<file path="src/rtl/core_ma_lsu_merge_read_data.sv">
// Load-response merge: collects one or two aligned read beats, realigns misaligned loads,
// extends to the RISC-V load width and holds the result until the pipeline acknowledges it.
module core_ma_lsu_merge_read_data #(
    parameter bit ERR_STICKY = 1'b0
) (
    input  logic        clk,
    input  logic        rest,
    input  logic [31:0] mem_addr,
    input  logic        mem_read,
    input  logic [2:0]  mem_op_type,
    input  logic [2:0]  mem_op_data_len,
    input  logic [31:0] avl_m0_read_data,
    input  logic        avl_m0_read_data_valid,
    input  logic        load_ack,
    output logic [31:0] load_data,
    output logic        load_data_valid,
    output logic        load_busy,
    output logic        load_err
);

    typedef enum logic [1:0] {IDLE, WAIT_W0, WAIT_W1, DONE} state_t;

    state_t      state, state_nxt;
    logic [1:0]  off_q;
    logic [2:0]  len_q;
    logic        uns_q, two_q;
    logic [31:0] w0_q;

    logic        start, orphan, err_ev, len_ok, two_nxt;
    logic [2:0]  len_eff;
    logic [31:0] mw0, mw1, sh, merged;
    logic [63:0] cat;

    // Only the byte offset and the unsigned bit of funct3 matter here.
    logic unused_bits;
    assign unused_bits = ^{mem_addr[31:2], mem_op_type[1:0]};

    assign start   = (state == IDLE) && mem_read;
    assign orphan  = avl_m0_read_data_valid && ((state == IDLE) || (state == DONE));
    assign len_ok  = (mem_op_data_len == 3'd1) || (mem_op_data_len == 3'd2) ||
                     (mem_op_data_len == 3'd4);
    assign len_eff = len_ok ? mem_op_data_len : 3'd4;
    assign err_ev  = (start && !len_ok) || orphan;
    assign two_nxt = ({1'b0, mem_addr[1:0]} + len_eff) > 3'd4;

    always_comb begin
        state_nxt = state;
        case (state)
            IDLE:    if (start) state_nxt = WAIT_W0;
            WAIT_W0: if (avl_m0_read_data_valid) state_nxt = two_q ? WAIT_W1 : DONE;
            WAIT_W1: if (avl_m0_read_data_valid) state_nxt = DONE;
            DONE:    if (load_ack) state_nxt = IDLE;
            default: state_nxt = IDLE;
        endcase
    end

    // The final beat is merged straight off the bus so the result registers on that edge.
    always_comb begin
        mw0 = (state == WAIT_W0) ? avl_m0_read_data : w0_q;
        mw1 = (state == WAIT_W1) ? avl_m0_read_data : 32'd0;
        cat = {mw1, mw0};
        sh  = 32'(cat >> {off_q, 3'b000});
        case (len_q)
            3'd1:    merged = uns_q ? {24'd0, sh[7:0]}  : {{24{sh[7]}}, sh[7:0]};
            3'd2:    merged = uns_q ? {16'd0, sh[15:0]} : {{16{sh[15]}}, sh[15:0]};
            default: merged = sh;
        endcase
    end

    always_ff @(posedge clk or negedge rest) begin
        if (!rest) begin
            state           <= IDLE;
            off_q           <= 2'd0;
            len_q           <= 3'd0;
            uns_q           <= 1'b0;
            two_q           <= 1'b0;
            w0_q            <= 32'd0;
            load_data       <= 32'd0;
            load_data_valid <= 1'b0;
            load_busy       <= 1'b0;
            load_err        <= 1'b0;
        end else begin
            state     <= state_nxt;
            load_busy <= (state_nxt != IDLE);
            load_err  <= ERR_STICKY ? (load_err | err_ev) : err_ev;
            if (start) begin
                off_q <= mem_addr[1:0];
                len_q <= len_eff;
                uns_q <= mem_op_type[2];
                two_q <= two_nxt;
            end
            if ((state == WAIT_W0) && avl_m0_read_data_valid)
                w0_q <= avl_m0_read_data;
            if ((state != DONE) && (state_nxt == DONE)) begin
                load_data       <= merged;
                load_data_valid <= 1'b1;
            end else if ((state == DONE) && load_ack) begin
                load_data_valid <= 1'b0;
            end
        end
    end

endmodule

</file>
<file path="config.mk">
export PLATFORM = sky130hd
export DESIGN_NAME = core_ma_lsu_merge_read_data
export DESIGN_NICKNAME = d
export VERILOG_FILES = /design/src/rtl/core_ma_lsu_merge_read_data.sv
export SDC_FILE = /design/constraint.sdc
export NUM_CORES = 1
export LEC_CHECK = 0
export BUFFER_PORTS_ARGS = -buffer_cell sky130_fd_sc_hd__buf_4
export CAP_MARGIN = 20
export CORE_ASPECT_RATIO = 1.2
export CORE_MARGIN = 8
export CORE_UTILIZATION = 45
export CTS_CLUSTER_SIZE = 28
export DETAILED_ROUTE_END_ITERATION = 12
export GPL_TIMING_DRIVEN = 0
export PLACE_DENSITY = 0.73
export SYNTH_ARGS = -nofsm -noshare
export SYNTH_HDL_FRONTEND = slang
export SYNTH_SLANG_ARGS = --single-unit
</file>
<file path="constraint.sdc">
create_clock -name clk -period 2.55 [get_ports clk]
set_input_delay 0.1275 -clock clk [delete_from_list [all_inputs] [get_ports clk]]
set_output_delay 0.1275 -clock clk [all_outputs]
set_load 0.005 [all_outputs]
</file>
* Yosys cells after proc, flatten, opt, wreduce, memory -nomap -nowiden
Index checks and enable logic that the tools add are counted.
Word-level totals: word-level logic and storage cells 51, bits in registers 76, bits of input ports 75, output and inout bits 35
Operators by class: equality and inequality tests 10, magnitude comparators 1, add/subtract/negate cells 1, reduce and logical (&&, ||, !) cells 14, shift-type cells 1, multiplexer cells 14
Operators by type and width (number):
- 32-bit two-way mux | 4
- 32-bit one-hot mux with 2 select lines | 1
- 64-bit by 5-bit >> shifter with 32-bit output | 1
- 2-bit two-way mux | 4
- 2-bit one-hot mux with 4 select lines | 1
- 2-bit == test (second input constant) | 3
- 3-bit by 1-bit == test with 1-bit output (second input constant) | 2
- 3-bit by 2-bit == test with 1-bit output (second input constant) | 2
- 1-bit logical AND | 6
- 1-bit logical OR | 4
- 2-bit nonzero test | 2
- 2-bit by 3-bit adder with 3-bit output | 1
- 3-bit == test (second input constant) | 1
- 3-bit greater-than comparator (second input constant) | 1
- 1-bit two-way mux | 3
- 3-bit two-way mux | 1
- 2-bit by 1-bit == test with 1-bit output (second input constant) | 1
- 2-bit zero test | 1
- 2-bit != test (second input constant) | 1
- 1-bit zero test | 1

* Logic depth before layout (Yosys ltp)
word-level depth 7, mapped depth 9, depth with buffers taken out 7

* Least setup slack after synthesis
No wires, ideal clock.
path type reg-to-reg, start register state[1], end register load_data[19], buffers on the path 3, setup time 0.084 ns, clock period less this slack 2.413 ns, cell stages (with the launch flop) 10, path slack 0.137 ns, data required time 2.466 ns, data arrival time 2.330 ns, cell sequence dfrtp_1 inv_1 ha_1 buf_4 inv_2 mux4_2 or4_4 buf_6 buf_6 a41oi_2
On the way: word-level cells in the longest chain between the ends 6, elaborated cells between the ends (all ways) 19, classes of those cells eq/ne: 5; shift: 1; mux: 10; reduce/logical: 3
Ends and longest elaborated chain:
- start, declared | line 23 | state_t state, state_nxt;
- start signal, assigned | line 83 | state <= state_nxt;
- parallel branches: the longest is 6 deep, another holds 64-bit by 5-bit >> shifter with 32-bit output
- end signal, assigned | line 95 | load_data <= merged;
- end, declared | line 15 | output logic [31:0] load_data,
Several ways; the timed one is not identified. A chain may end at the register's enable or synchronous reset.

* Worst setup path after layout
start register off_q[0], end register load_data[21]
On the way: word-level cells in the longest chain between the ends 3, elaborated cells between the ends (all ways) 4, classes of those cells shift: 1; mux: 3
Ends and longest elaborated chain:
- start, declared | line 24 | logic [1:0] off_q;
- start signal, assigned | line 87 | off_q <= mem_addr[1:0];
- 64-bit by 5-bit >> shifter with 32-bit output * | line 62 | sh = 32'(cat >> {off_q, 3'b000});
- 32-bit two-way mux (on tied branches) | line 65, 64
- 32-bit one-hot mux with 2 select lines * | line 63 | case (len_q)
Mark *: on every way between the ends. The rest lies on a longest branch, timed or not.

==> qor.csv <==
stage,metric,value,unit
placed_design,pre_cts_ws,-0.3618,ns
yosys,synth_common_cells,"76 x dfrtp_1, 44 x mux2i_1, 40 x mux2_2",
yosys,synth_edf_count,0,
floorplanning,start_util,45.50,%
worst_setup_path,rrSetupSlack,0.08,ns
power_and_ir_drop,power_density,1399,nW/um^2
yosys,synthCells,444,
clock_network,cts_max_path_buffers,2,
sta,tns,0,ns
worst_setup_path,cp-end-kind,flop,
yosys,synth_top_cell_by_area,dfrtp_1,
yosys,ys_ff_latch,76,
power_and_ir_drop,p_sw_share,41.83,%
placed_design,place_hpwl,10.94,mm
status,status,finished clean,
floorplanning,core_area,10930,um^2
yosys,synthDistinctLibCells,46,
route,vias,4172,
yosys,ys_top_cells_by_area,"dfrtp_1 38%, mux2_2 9.1%, mux2i_1 8.9%",
min_path,hold_path_class,input pin to flop,
placed_design,placement.io_buffers,77,
power_and_ir_drop,seq_power_share,26.4,%
sta,period_share,96.99,%
clock_network,clkSinkCount,76,
floorplanning,die_w,112.0,um
yosys,yosysWarnings,0,
job,maxCapViolCount,0,
grt,antenna_found_initial,0,
clock_network,cts_root_buffer,clkbuf_16,
cells_and_area,nets,618,
cells_and_area,antenna_cells,0,
yosys,syn-num-nets,526,
worst_setup_path,worst-endpoint-arrival,2.68,ns
cells_and_area,nFillCells,953,
route,wirelength,14.53,mm
route,wl_per_cell,21.63,um
route,drtPass1Iterations,5,
sta,skew,0.007523,ns
yosys,syn_area,4974,um^2
grt,grt_first_pass_wirelength,23.64,mm
cells_and_area,drive_gt1_share,39.44,%
route,ant_nets,0,
yosys,synth.most_common_cell,dfrtp_1,
grt,grt_max_degree,77,
power_and_ir_drop,internal_power,4.960,mW
power_and_ir_drop,power.share.clock,14.0,%
clock_network,insertion_delay,0.34,ns
power_and_ir_drop,peakVddDrop,0.0004614,V
sta,post-route-min-period,2.473,ns
yosys,synth_top_flop_cell,dfrtp_1,
yosys,syn_avg_cell_area,11.20,um^2
sta,fmax,404.3,MHz
floorplanning,core.rowCount,42,
sta,tightest_slew,0.9701,ns
sta,setup_viol,0,
power_and_ir_drop,power_switching,3.567,mW
grt,grt_usage,20.00,%
route,drc,0,
grt,globalRouteOverflowTotal,0,
sta,slew_violations,0,
yosys,async_flop_share,100.0,%
clock_network,htreeDepth,3,
floorplanning,die-area,14690,um^2
sta,hold_violations,0,
cells_and_area,stdcell_count,672,
floorplanning,ios,110,
clock_network,cts_made_buffers,9,
yosys,seq_area_frac_synth,38.24,%
worst_setup_path,cp_data_required_time,2.75,ns
sta,setup_ws,0.07679,ns
yosys,synth_top_area_share,38.24,%
power_and_ir_drop,p_total,8.527,mW
route,avgViaCountPerCell,6.208,
floorplanning,fp.dieH,131.2,um
route,drt_iter0_markers,293,
power_and_ir_drop,combPwrFrac,59.6,%
clock_network,cts_tree,yes,
power_and_ir_drop,power.leakage,2.488,nW
grt,grt_pass1_vias,4404,
placed_design,gp_congestion,0.9376,
placed_design,numPlacedInstances,653,
cells_and_area,area_growth,22.52,%
sta,relSlewSlack,35.32,%
worst_setup_path,cp-start-kind,flop,
clock_network,clk_pin_slew,0.06,ns
worst_setup_path,cp_max_fo,10,
worst_setup_path,worstSetupPathType,flop to flop,
-- critical path: stages (launching register included) --
cell     delay (ns)
dfrtp_1        0.34
buf_6          0.12
buf_4          0.23
buf_2          0.31
buf_2          0.35
mux2i_1        0.31
o22ai_1        0.11
o21ai_0        0.39
a41oi_2        0.16
-- flip-flops by register name, summed over array words and instances (netlist names) --
register,count
load_busy,1
off_q,2
len_q,3
w0_q,32
two_q,1
load_err,1
load_data_valid,1
uns_q,1
load_data,32
state,2
-- cell families (layout without fill, tap and decap cells) --
family / after synthesis / count (layout) / synth area share (%)
DFF: 76 / 76 / 38.24
xor gates and xnor gates: 1 / 1 / 0.1761
buffers and inverters: 53 / 149 / 5.107
AOI/OAI and AO/OA: 128 / 128 / 22.01
adders and majority gates: 7 / 7 / 1.912
and+or+nand+nor: 80 / 80 / 7.849
muxes: 99 / 99 / 24.70
-- final cells by class --
| class | count | area [um^2] | area share (%) |
|---|---|---|---|
| multi-input cells | 315 | 2851 | 46.80 |
| flip-flops and latches | 76 | 1903 | 31.23 |
| repair buffers | 81 | 610.6 | 10.02 |
| clock buffers | 11 | 252.7 | 4.148 |
| plain buffers | 43 | 240.2 | 3.943 |
| well taps | 132 | 165.2 | 2.710 |
| inverters | 10 | 45.04 | 0.7392 |
| clock inverters | 4 | 25.02 | 0.4107 |
-- power groups by stage --
stage               sequential, mW  clock, mW  combinational [mW]
global placement              2.22          0                4.80
global route                  2.32       1.27                5.51
detailed placement            2.25          0                4.89
finish                        2.25       1.19                5.09
floorplan                     2.16          0                3.38
CTS                           2.23       1.22                4.95
-- placed cells by master (no fill, tap or decap), drive strengths merged, types with 6 or more instances in the layout --
master | Yosys | routed
mux2i | 44 | 44
clkbuf | 21 | 31
a211oi | 15 | 15
nand2 | 27 | 27
mux2 | 40 | 40
o21ai | 21 | 21
a41oi | 40 | 40
nor2 | 19 | 19
a31o | 7 | 7
a31oi | 8 | 8
o22ai | 17 | 17
dfrtp | 76 | 76
inv | 9 | 9
buf | 22 | 103
and2 | 16 | 16
mux4 | 15 | 15
a21boi | 8 | 8
ha | 6 | 6
-- through the flow --
stage	instance area, um^2	hold slack [ns]	util (%)
floorplan	4974	-0.1681	-
CTS	6037	0.01742	55.23
global placement	5717	0.3338	52.30
detailed placement	5717	0.3534	52.30
finish	6093	0.02255	55.75
global route	6093	0.03308	55.75
-- final timing paths --
path                                  from  cells after the start         endpoint
setup reg to reg                  off_q[0]                      8    load_data[21]
setup / recovery                  off_q[0]                      8    load_data[21]
hold reg to reg            load_data_valid                      1  load_data_valid
max in group asynchronous             rest                      2         state[1]
min in group asynchronous             rest                      2         w0_q[24]
hold / removal                 mem_addr[0]                      3         off_q[0]
-- what timing repair did --
action,CTS,global route
hold buffers,1,0
pin swaps,0,1
setup endpoints to repair,59,24
setup buffers,1,2
endpoints found under the hold margin,30,0
resized for setup,12,13
-- layer usage --
| layer | share of wire, % | track usage [%] | up-vias |
|---|---|---|---|
| met3 | 6.2 | 3.666 | 28 |
| met4 | 2.2 | 7.964 | 0 |
| met2 | 49 | 32.92 | 170 |
| met1 | 43 | 25.43 | 2081 |
| met5 | 0 | 0 | - |
| li1 | - | - | 1893 |
Note: power is estimated with default switching activity, not from simulation.
